**config.mk**
```make
export PLATFORM = sky130hd
export DESIGN_NAME = rsc_viterbi_decoder
export DESIGN_NICKNAME = d
export VERILOG_FILES = /design/src/rtl/turbo_pkg.sv /design/src/rtl/rsc_acs_unit.sv /design/src/rtl/rsc_viterbi_decoder.sv
export SDC_FILE = /design/constraint.sdc
export NUM_CORES = 1
export LEC_CHECK = 0
export ABC_AREA = 0
export CORE_ASPECT_RATIO = 1.1
export CORE_MARGIN = 4
export CORE_UTILIZATION = 40
export CTS_CLUSTER_DIAMETER = 40
export CTS_CLUSTER_SIZE = 8
export DETAILED_ROUTE_END_ITERATION = 12
export GPL_ROUTABILITY_DRIVEN = 0
export PLACE_DENSITY = 0.66
export RECOVER_POWER = 50
export SLEW_MARGIN = 15
export SYNTH_ARGS = -nofsm -noshare
export SYNTH_HDL_FRONTEND = slang
export SYNTH_SLANG_ARGS = --single-unit
```
**constraint.sdc**
```tcl
create_clock -name clk -period 5.2 [get_ports clk]
set_input_delay 0.78 -clock clk [delete_from_list [all_inputs] [get_ports clk]]
set_output_delay 0.78 -clock clk [all_outputs]
set_load 0.02 [all_outputs]
```
**src/rtl/turbo_pkg.sv**
```systemverilog
// Shared constants, FSM encoding and RSC trellis helpers for the turbo encoder/decoder chain.
// Constituent code: state {s1,s2,s3}, feedback a = u^s2^s3, parity z = a^s1^s3.
package turbo_pkg;

  localparam int unsigned K       = 40;
  localparam int unsigned TAIL    = 3;
  localparam int unsigned NSTEPS  = K + TAIL;
  localparam int unsigned NSTATES = 8;
  localparam int unsigned PMW     = 8;

  localparam logic [PMW-1:0] PM_INIT = 8'd64;
  localparam logic [PMW-1:0] PM_MAX  = 8'd255;

  typedef enum logic [1:0] {
    S_IDLE,
    S_ACS,
    S_TRACE,
    S_DONE
  } vit_state_e;

  function automatic logic [2:0] rsc_next_state(input logic [2:0] state, input logic u);
    logic a;
    a = u ^ state[1] ^ state[0];
    return {a, state[2], state[1]};
  endfunction

  function automatic logic rsc_parity(input logic [2:0] state, input logic u);
    logic a;
    a = u ^ state[1] ^ state[0];
    return a ^ state[2] ^ state[0];
  endfunction

endpackage

```
**src/rtl/rsc_acs_unit.sv**
```systemverilog
// Add-compare-select for one trellis state: picks the cheaper of its two predecessors.
// Sums saturate at PM_MAX so the all-ones tail fill cannot wrap to a small metric.
module rsc_acs_unit
  import turbo_pkg::*;
#(
  parameter logic [2:0] STATE = 3'd0
) (
  input  logic [PMW-1:0] pm0_i,
  input  logic [PMW-1:0] pm1_i,
  input  logic           sys_i,
  input  logic           par_i,
  output logic [PMW-1:0] pm_o,
  output logic           dec_o
);

  logic       u0;
  logic       z0;
  logic [1:0] bm0;
  logic [1:0] bm1;
  logic [PMW:0]   sum0;
  logic [PMW:0]   sum1;
  logic [PMW-1:0] sat0;
  logic [PMW-1:0] sat1;

  always_comb begin
    u0   = STATE[2] ^ STATE[0];
    z0   = STATE[2] ^ STATE[1];
    bm0  = {1'b0, sys_i ^ u0} + {1'b0, par_i ^ z0};
    // The d=1 branch carries the complemented labels, so its distance is 2-bm0.
    bm1  = 2'd2 - bm0;
    sum0 = {1'b0, pm0_i} + {{(PMW-1){1'b0}}, bm0};
    sum1 = {1'b0, pm1_i} + {{(PMW-1){1'b0}}, bm1};
    sat0 = sum0[PMW] ? '1 : sum0[PMW-1:0];
    sat1 = sum1[PMW] ? '1 : sum1[PMW-1:0];
    dec_o = (sat1 < sat0);
    pm_o  = dec_o ? sat1 : sat0;
  end

endmodule

```
**src/rtl/rsc_viterbi_decoder.sv**
```systemverilog
// Hard-decision Viterbi decoder for one 8-state RSC constituent code (40 info + 3 tail steps).
// Parallel ACS per step, full survivor memory, traceback from state 0 after the last pair.
module rsc_viterbi_decoder
  import turbo_pkg::*;
(
  input  logic           clk,
  input  logic           rst,
  input  logic           start,
  input  logic           in_valid,
  input  logic           sys,
  input  logic           par,
  output logic           busy,
  output logic           done,
  output logic [K-1:0]   dout,
  output logic [PMW-1:0] err_metric
);

  vit_state_e state_q, state_d;
  logic [5:0]         step_q, step_d;
  logic [2:0]         tb_q, tb_d;
  logic [K-1:0]       dec_q, dec_d;
  logic [K-1:0]       dout_q, dout_d;
  logic [PMW-1:0]     err_q, err_d;
  logic               done_q, done_d;
  logic [PMW-1:0]     pm_q [NSTATES];
  logic [PMW-1:0]     pm_d [NSTATES];
  logic [PMW-1:0]     acs_pm [NSTATES];
  logic [NSTATES-1:0] acs_dec;
  logic [NSTATES-1:0] surv_q [NSTEPS];
  logic               surv_wr;
  logic               is_tail;
  logic               tb_dec;
  logic               tb_u;

  for (genvar n = 0; n < NSTATES; n++) begin : g_acs
    rsc_acs_unit #(.STATE(3'(n))) u_acs (
      .pm0_i (pm_q[(n % 4) * 2]),
      .pm1_i (pm_q[(n % 4) * 2 + 1]),
      .sys_i (sys),
      .par_i (par),
      .pm_o  (acs_pm[n]),
      .dec_o (acs_dec[n])
    );
  end

  always_comb begin
    state_d = state_q;
    step_d  = step_q;
    tb_d    = tb_q;
    dec_d   = dec_q;
    dout_d  = dout_q;
    err_d   = err_q;
    done_d  = 1'b0;
    pm_d    = pm_q;
    surv_wr = 1'b0;
    is_tail = (step_q >= 6'(K));
    tb_dec  = surv_q[step_q][tb_q];
    tb_u    = tb_q[2] ^ tb_q[0] ^ tb_dec;

    unique case (state_q)
      S_IDLE: begin
        if (start) begin
          state_d = S_ACS;
          step_d  = '0;
          for (int unsigned n = 0; n < NSTATES; n++) begin
            pm_d[n] = (n == 0) ? '0 : PM_INIT;
          end
        end
      end
      S_ACS: begin
        if (in_valid) begin
          surv_wr = 1'b1;
          // Tail steps force a=0: states with s1=1 become unreachable.
          for (int unsigned n = 0; n < NSTATES; n++) begin
            pm_d[n] = (is_tail && n >= 4) ? PM_MAX : acs_pm[n];
          end
          if (step_q == 6'(NSTEPS - 1)) begin
            state_d = S_TRACE;
            tb_d    = '0;
          end else begin
            step_d = step_q + 6'd1;
          end
        end
      end
      S_TRACE: begin
        tb_d = {tb_q[1:0], tb_dec};
        if (!is_tail) begin
          dec_d[6'(K - 1) - step_q] = tb_u;
        end
        if (step_q == '0) begin
          state_d = S_DONE;
        end else begin
          step_d = step_q - 6'd1;
        end
      end
      S_DONE: begin
        done_d  = 1'b1;
        dout_d  = dec_q;
        err_d   = pm_q[0];
        step_d  = '0;
        state_d = S_IDLE;
      end
      default: state_d = S_IDLE;
    endcase
  end

  always_ff @(posedge clk) begin
    if (rst) begin
      state_q <= S_IDLE;
      step_q  <= '0;
      tb_q    <= '0;
      dec_q   <= '0;
      dout_q  <= '0;
      err_q   <= '0;
      done_q  <= 1'b0;
      for (int unsigned n = 0; n < NSTATES; n++) begin
        pm_q[n] <= '0;
      end
    end else begin
      state_q <= state_d;
      step_q  <= step_d;
      tb_q    <= tb_d;
      dec_q   <= dec_d;
      dout_q  <= dout_d;
      err_q   <= err_d;
      done_q  <= done_d;
      pm_q    <= pm_d;
      if (surv_wr) begin
        surv_q[step_q] <= acs_dec;
      end
    end
  end

  assign busy       = (state_q != S_IDLE);
  assign done       = done_q;
  assign dout       = dout_q;
  assign err_metric = err_q;

endmodule

```
* Word-level counts from Yosys, hierarchy flattened
Memories as Yosys holds them, arrays and structs flattened. A register that Yosys moved wholly into a read port is not among the register bits. Cells that the tools add are included.
Word-level totals: bits in writable memories 344, input port bits 6, memories 1, output and inout port bits 50, register bits after elaboration 164
Operators by class: magnitude comparators 12, bitwise operators 5, equal/unequal tests 10, reductions and logical operators 11, mux-type cells 57, $add $sub $neg 27
Memories:
- surv_q | words 43, bits a word 8, read ports 1, clocked after memory_dff 1, write ports 1, RTL line rsc_viterbi_decoder.sv:29 | logic [NSTATES-1:0] surv_q [NSTEPS];
Operator list (count):
- 8-bit 2-to-1 mux | 28
- 8-bit by 2-bit adder with 9-bit output | 16
- 64-bit 2-to-1 mux | 2
- 64-bit one-hot mux with 2 select lines | 1
- 8-bit < comparator | 8
- 40-bit bitwise mux | 1
- 6-bit 2-to-1 mux | 6
- 6-bit one-hot mux with 4 select lines | 1
- 2-bit != test, second input constant | 6
- 1-bit by 1-bit adder with 2-bit output | 4
- 1-bit 2-to-1 mux | 8
- 2-bit 2-to-1 mux | 4
- 2-bit one-hot mux with 4 select lines | 1
- 4-bit AND reduction | 2
- 2-bit subtractor, first input constant | 4
- 6-bit by 7-bit < comparator with 1-bit output, second input constant | 1
- 6-bit by 1-bit adder with 6-bit output, second input constant | 1
- 1-bit demux with 6-bit select | 1
- 6-bit equality test, second input constant | 1
- 6-bit by 1-bit >= comparator with 1-bit output, second input constant | 1
- 6-bit >= comparator, second input constant | 1
- 6-bit logical NOT | 1
- 3-bit 2-to-1 mux | 2
- 3-bit one-hot mux with 2 select lines | 1
- 13 further kinds | 20

* Depth between registers and ports, before layout
Gate-level depths: netlist of the first run.
word-level depth 10, depth in mapped cells 19, gate-level depth less buffers 19

* Modules after synthesis
Synthesis of the first run repeated with hierarchy kept, for this count alone.
Second synthesis, totals: cells, all modules 2198, area total of the unflattened synthesis 26569.2 µm²
By module, submodules not included:
- rsc_viterbi_decoder | cells an instance 1385, instances 1, area an instance 20337.0 µm²
- rsc_acs_unit (g_acs[2].u_acs ...) | cells an instance 102, instances 5, area an instance 790.8 µm²
- rsc_acs_unit (g_acs[0].u_acs ...) | cells an instance 101, instances 3, area an instance 759.5 µm²

* Least setup slack after synthesis of the first run
Ideal clock, no wire load.
kind in2reg, from input port sys, to register pm_q[8] (netlist bit), path buffers 0, library setup time 70 ps, cell stages on the path 18, setup slack 275 ps, required time 5130 ps, arrival time 4856 ps, cell sequence inv_1 ha_1 inv_1 ha_1 a21boi_0 o21ai_0 nor2b_1 nand2_1 xnor2_1 nor2_1 ha_1 a21o_1 a21o_1 nor3_1 a21oi_1 clkinv_1 mux2_2 a21oi_1
Between the ends: word-level cells in the longest chain between the ends 10, elaborated cells between the ends (all ways) 12, classes of those cells add/sub (4); order compare (1); mux (6); bitwise (1)
RTL lines:
- from (decl) | RTL line rsc_viterbi_decoder.sv:10 | input logic sys,
- 1-bit NOT (no line) (*)
- 1-bit by 1-bit adder with 2-bit output (*) | RTL line rsc_acs_unit.sv:28 | bm0 = {1'b0, sys_i ^ u0} + {1'b0, par_i ^ z0};
- 2-bit subtractor | RTL line rsc_acs_unit.sv:30 | bm1 = 2'd2 - bm0;
- 8-bit by 2-bit adder with 9-bit output | RTL line rsc_acs_unit.sv:32 | sum1 = {1'b0, pm1_i} + {{(PMW-1){1'b0}}, bm1};
- 8-bit 2-to-1 mux | RTL line rsc_acs_unit.sv:34 | sat1 = sum1[PMW] ? '1 : sum1[PMW-1:0];
- 8-bit < comparator (*) | RTL line rsc_acs_unit.sv:35 | dec_o = (sat1 < sat0);
- via g_acs[6].u_acs.dec_o | RTL line rsc_acs_unit.sv:13 | output logic dec_o
- 8-bit 2-to-1 mux (*) | RTL line rsc_acs_unit.sv:36 | pm_o = dec_o ? sat1 : sat0;
- 8-bit 2-to-1 mux (*) | RTL line rsc_viterbi_decoder.sv:75 | pm_d[n] = (is_tail && n >= 4) ? PM_MAX : acs_pm[n];
- 64-bit 2-to-1 mux (*) | RTL line rsc_viterbi_decoder.sv:71 | if (in_valid) begin
- 64-bit one-hot mux with 2 select lines (*) | RTL line rsc_viterbi_decoder.sv:60 | unique case (state_q)
- to (signal assigned) | RTL line rsc_viterbi_decoder.sv:127 | pm_q <= pm_d;
- to (decl) | RTL line rsc_viterbi_decoder.sv:25 | logic [PMW-1:0] pm_q [NSTATES];
The timed path passes the listed nets; every way through them passes the cells marked *. The select of a mux whose other input is x is not followed. A chain may end at the register's enable or synchronous reset.

* Final worst setup path of the first run
from input port sys, to register pm_q[14] (netlist bit)
The elaborated chain is that of the path after synthesis.

==> impl_metrics.csv, run 1 <==
group,metric,value,unit
setup_path,crit_slowest_cell,"clkdlybuf4s50_1",
logic_synthesis,synthTopCellsByCount,"edfxtp_1 (344), nor2_1 (204), nand2_1 (175)",
clock_network,cts_made_buffers,86,
clock_network,cts_tree,"built",
floorplan,die_h,274,µm
worst_hold_path,hp-class,"register to register",
clock_network,cts_hold_buf,0,
floorplan,initial_core_util,40.4,%
logic_synthesis,yosys.area.top_type_share,40.0,%
power,vdd_drop_max,410,µV
clock_network,clkTransAtPathRegs,50,ps
floorplan,die_w,250,µm
final_layout,nFillCells,5714,
final_layout,nets,2378,
logic_synthesis,ys.flop_type,"edfxtp_1",
timing,slew_violations,50,
timing,fin_crit_sh,92.1,%
clock_network,post_cts_buffers,0,
clock_network,cts_root_buf,"clkbuf_16",
timing,finalClockSkew,28.1,ps
placed_design,dp_hpwl,44500,µm
setup_path,crit_path_cell_trace,"clkdlybuf4s50_1, inv_1, ha_1, inv_1, ha_1, a21boi_0, o21ai_0, nor2b_1, nand2_1, xnor2_1, nor2_1, ha_1, a21o_1, a21o_1, nor3_1, a21oi_1, clkinv_1, buf_12, a21oi_1, a211oi_1",
timing,max_slew.worst_pin.slew,3270,ps
timing,hold_violations,0,
logic_synthesis,syn_avg_cell_area,11.7,µm²
logic_synthesis,synth_fp_nets,2319,
floorplan,core_area,0.0638,mm²
final_layout,final_core_util,47.0,%
global_routing,grtUsageTotal,19.0,%
clock_network,cts_resized,0,
setup_path,start_kind,"input pin",
routing,drcViolationCount,0,
timing,setup_ws,411,ps
clock_network,cts_sinks,514,
final_layout,multi_input_area,0.0112,mm²
timing,period_needed,4790,ps
clock_network,clk-insertion-delay-late,630,ps
logic_synthesis,yosysSeqAreaShare,53.2,%
setup_path,cp-end-kind,"register",
setup_path,cp.depth,20,
power,p_total,15.8,mW
global_routing,grt_antenna_before_repair,1,
setup_path,crit_type,"input pin to register",
placed_design,io_buffers,55,
global_routing,grt-ovfl-total,0,
setup_path,crit_end,"pm_q[14]$_SDFFE_PP0P_",
timing,relSlewSlack,-118,%
routing,vias,18400,
global_routing,grt_pass1_vias,18400,
routing,viasPerCell,5.80,
power,cellPowerDensity,525,mW/mm²
setup_path,r2r_setup_slack,1150,ps
logic_synthesis,yosysTopAreaCell,"edfxtp_1",
setup_path,r2r-end,"dec_q[18]$_SDFFE_PP0P_",
setup_path,startpoint,"sys",
routing,drt_iter0_markers,1589,
routing,drtPass1Iterations,5,
timing,max_freq,0.209,GHz
routing,wl,66100,µm
logic_synthesis,syn_area,0.0258,mm²
logic_synthesis,synthCells,2213,
setup_path,max_stage_delay,570,ps
setup_path,critical_path_required,5670,ps
logic_synthesis,synth_cell_types,72,
routing,ant_nets,0,
logic_synthesis,yosysWarningCount,0,
floorplan,rows,97,
setup_path,cp_max_fo,47,
final_layout,seq_area,0.0137,mm²
logic_synthesis,synth-edff-count,344,
floorplan,die_area,0.0687,mm²
timing,setup_violations,0,
floorplan,ios,56,
logic_synthesis,synthArstFlopShare,0,%
final_layout,n_antenna_cell,0,
global_routing,grt_max_degree,92,
timing,rsz0062_at_grt,"false",
status,violations,"capacitance limit, slew limit",
placed_design,preCtsSetupSlack,-81.0,ps
setup_path,cp_num_buf_inv,5,
status,status,"finished with violations",
global_routing,grt_pass1_wl,105000,µm
setup_path,crit_top_cell,"ha_1",
logic_synthesis,synth_area_leaders,"edfxtp_1 (40%), dfxtp_1 (13%), mux4_2 (5.8%)",
timing,holdWs,485,ps
timing,setup-tns-final,0,ps
logic_synthesis,synth.most_common_cell,"edfxtp_1",
power,p_leak,10.4,nW
final_layout,drive_gt1_share,13.6,%
clock_network,htree_levels,3,
final_layout,area_delta_synth_final,16.2,%
routing,wl_per_cell,20.8,µm
job,max-cap-violations,1,
logic_synthesis,synth_seq_cells,514,
setup_path,crit_family,"compound AO/OA/AOI/OAI gates",
clock_network,clk_path_buf_depth,3,
setup_path,timing.reg2reg.worst_path_depth,9,
setup_path,crit_arrival,5260,ps
-- flip-flops by register name, summed over array words and instances, names as in the netlist, named ones only --
name / cells
pm_q: 64
done: 1
state_q: 2
step_q: 6
dec_q: 40
dout: 40
err_metric: 8
surv_q: 344
tb_q: 3
-- stage by stage --
step                      area, µm²  cells
after floorplan               25800   2213
after global placement        27300   3025
after detailed placement      27300   3025
after CTS                     30000   3173
after global routing          30000   3173
final                         30000   3173
-- layout make-up --
class,instances,area share (%)
Clock buffer,121,7.79
Timing Repair Buffer,113,3.53
Sequential cell,514,45.8
Tap cell,841,3.51
Multi-Input combinational cell,1498,37.5
Clock inverter,27,1.16
Inverter,59,0.738
-- routing by layer --
metal	part of all wire [%]	GRT usage (%)
met5	0	0
met1	41	24.5
met4	3.5	7.42
met2	49	32.4
met3	6.4	3.16
-- report_power, final --
| part | switching (mW) | total, mW | internal [mW] |
|---|---|---|---|
| logic | 3.09 | 4.78 | 1.68 |
| registers | 0.245 | 5.69 | 5.44 |
| clock network | 1.92 | 5.29 | 3.37 |
-- placed cells by master (no fill, tap or decap), drive strengths merged, types with 61 or more instances in the layout --
cell type	n
nor2	204
nand3	65
a21oi	130
nand2	175
clkbuf	121
mux4	66
ha	99
mux2i	119
inv	61
o21ai	66
dfxtp	170
edfxtp	344
-- tightest hold or removal path, delay by kind of cell, from the launching register on --
family / cells / cell delay (ps)
flip-flops: 1 / 320
multiplexers: 1 / 60
AND/OR/NAND/NOR: 1 / 70
-- how the worst min path moves through the flow --
stage                                 from               endpoint  cells past startpoint
floorplan            pm_q[33]$_SDFFE_PP0P_  pm_q[33]$_SDFFE_PP0P_                      2
global route         dout[29]$_SDFFE_PP0P_  dout[29]$_SDFFE_PP0P_                      2
global placement    dec_q[15]$_SDFFE_PP0P_  dout[15]$_SDFFE_PP0P_                      2
CTS                 dec_q[15]$_SDFFE_PP0P_  dout[15]$_SDFFE_PP0P_                      2
detailed placement  dec_q[21]$_SDFFE_PP0P_  dout[21]$_SDFFE_PP0P_                      2
finish               dout[30]$_SDFFE_PP0P_  dout[30]$_SDFFE_PP0P_                      2
-- cell families (layout without fill, tap and decap cells) --
logic type / after synthesis / after routing / synth area share, %
adder cells (fa/ha/maj): 100 / 100 / 4.88
AO/OA/AOI/OAI: 426 / 426 / 11.4
multiplexers: 226 / 226 / 12.2
flip-flops: 514 / 514 / 53.2
AND/OR/NAND/NOR: 689 / 689 / 13.0
XOR/XNOR: 57 / 57 / 1.93
buffers and inverters: 201 / 320 / 3.42
Power figures use the tool's default switching activity.
==> run 2: changes to the inputs <==
- PLACE_DENSITY: 0.66 -> 0.64
- clock period: 5.2 -> 5.08 ns (I/O delays scaled with it)
==> run 2 against run 1 <==
Net effect: the run still ends with capacitance limit, slew limit left; final cell count about the same; critical path depth down 5; combinational power is 4% higher; clock-buffer cell count up 2; clock skew increased by 1.2 ps; wire length decreased by 0.97%; design area rose by 0.18%; setup slack improved by 120 ps; worst hold slack improved by 0.74 ps; sequential cell count unchanged; first-iteration DRC count is 4.8% lower; non-clock buffer count unchanged; critical path type unchanged; largest power group unchanged.
==> impl_metrics.csv, run 2 (synthesis gave the netlist of run 1 again) <==
group,metric,value,unit
status,violations,"capacitance limit, slew limit",
clock_network,cts_sinks,514,
worst_hold_path,hp-class,"register to register",
setup_path,max_stage_delay,600,ps
clock_network,cts_tree,"built",
worst_hold_path,min_from,"dout[23]$_SDFFE_PP0P_",
setup_path,crit_arrival,5040,ps
setup_path,cp_num_buf_inv,3,
final_layout,final_common_cell,"edfxtp_1",
setup_path,crit_slowest_cell,"a211oi_1",
timing,fin_crit_sh,89.5,%
floorplan,ios,56,
clock_network,clkTransAtPathRegs,50,ps
setup_path,crit_path_cell_trace,"clkdlybuf4s50_1, inv_1, ha_1, inv_1, ha_1, nor2b_1, o21ai_0, a211oi_1, nor2_1, ha_1, nand4_1, o21ai_0, nand2_2, or3_1, a32o_1",
clock_network,clk_path_buf_depth,3,
final_layout,final_cell_mix,"edfxtp_1 (344), nor2_1 (201), nand2_1 (173)",
routing,wl_per_cell,20.6,µm
global_routing,grt_max_degree,91,
timing,max_freq,0.220,GHz
clock_network,cts_root_buf,"clkbuf_16",
clock_network,cts_made_buffers,86,
global_routing,grt_antenna_before_repair,0,
placed_design,dp.cells,3025,
final_layout,regMostFlops,"surv_q",
status,status,"finished with violations",
floorplan,die_area,0.0687,mm²
timing,rsz0062_at_grt,"false",
power,p_leak,10.5,nW
setup_path,crit_type,"input pin to register",
power,vdd_drop_max,367,µV
setup_path,crit_top_cell,"ha_1",
worst_hold_path,whs_endpoint,"dout[23]$_SDFFE_PP0P_",
routing,drt_iter0_markers,1513,
final_layout,drive_gt1_share,13.7,%
timing,relSlewSlack,-115,%
timing,max_slew.worst_pin.slew,3230,ps
setup_path,cp_max_fo,10,
placed_design,preCtsSetupSlack,-11.1,ps
clock_network,cts_hold_buf,0,
timing,setup_ws,534,ps
routing,drcViolationCount,0,
timing,slew_violations,50,
routing,ant_nets,0,
routing,drtPass1Iterations,6,
floorplan,rows,97,
timing,period_needed,4550,ps
final_layout,largest_reg_flops,344,
routing,viasPerCell,5.71,
global_routing,grt_pass1_wl,103000,µm
setup_path,timing.reg2reg.worst_path_depth,10,
clock_network,htree_levels,3,
timing,setup_violations,0,
setup_path,start_kind,"input pin",
clock_network,cts_resized,0,
floorplan,die_h,274,µm
timing,finalClockSkew,29.3,ps
final_layout,n_antenna_cell,0,
global_routing,grt_pass1_vias,18400,
setup_path,crit_family,"compound AO/OA/AOI/OAI gates",
global_routing,grt-ovfl-total,0,
job,max-cap-violations,1,
placed_design,dp_hpwl,44300,µm
global_routing,grtUsageTotal,18.8,%
timing,hold_violations,0,
power,p_total,16.2,mW
final_layout,stdcell_count,3172,
clock_network,post_cts_buffers,0,
final_layout,area_delta_synth_final,16.4,%
floorplan,die_w,250,µm
floorplan,initial_core_util,40.4,%
final_layout,reg.largest.list,"surv_q: 344 flops, pm_q: 64 flops",
setup_path,r2r_setup_slack,1030,ps
floorplan,core_area,0.0638,mm²
final_layout,nets,2378,
setup_path,critical_path_required,5570,ps
power,cellPowerDensity,538,mW/mm²
setup_path,cp-end-kind,"register",
clock_network,clk-insertion-delay-late,620,ps
routing,wl,65400,µm
setup_path,r2r-end,"dec_q[27]$_SDFFE_PP0P_",
routing,vias,18100,
placed_design,io_buffers,55,
worst_hold_path,whs_path_depth,2,
[run 2: cell types whose count changed in the layout (fill, tap and decap cells not counted), sizes merged]
cell      delta
clkinv       +6
clkbuf       +2
inv          -2
clkinvlp     -5
bufinv       -2
[run 2: cell type report]
cell class,count,area (µm²)
Sequential cell,514,13700
Fill cell,5762,33800
Clock buffer,123,2360
Multi-Input combinational cell,1498,11200
Clock inverter,24,334
Timing Repair Buffer,113,1100
Inverter,59,221
Tap cell,841,1050
[run 2: layer usage]
layer | track usage, % | routed length, µm
met2 | 31.2 | 31300
met3 | 3.10 | 3660
met4 | 7.99 | 2550
met1 | 24.5 | 28000
met5 | 0 | 0
[run 2: worst max path at each step]
stage	from	slack, ps	endpoint	cells after the start
2_1_floorplan	sys	170	pm_q[8]$_SDFFE_PP0P_	18
3_3_place_gp	sys	70	pm_q[48]$_SDFFE_PP0P_	15
3_5_place_dp	sys	-10	pm_q[48]$_SDFFE_PP0P_	15
4_1_cts	sys	620	pm_q[48]$_SDFFE_PP0P_	15
5_1_grt	sys	260	pm_q[48]$_SDFFE_PP0P_	15
6_report	sys	530	pm_q[48]$_SDFFE_PP0P_	15
[run 2: power breakdown]
group          switching [mW]  internal, mW
sequential              0.246          5.57
clock                    1.98          3.40
combinational            3.19          1.78
[run 2: through the flow]
stage                     cell area (µm²)  util (%)  hold WS [ps]  setup TNS, ps
after floorplan                     25800         -           455              0
after global placement              27400      42.9           469              0
after detailed placement            27400      42.9           481          -11.1
after CTS                           30100      47.1           492              0
after global routing                30100      47.1           529              0
final                               30100      47.1           486              0
[run 2: worst min-delay path: cells and delay by family, from the launching register on]
kind | cells | cell delay [ps]
and+or+nand+nor | 1 | 70
muxes | 1 | 60
DFF | 1 | 320
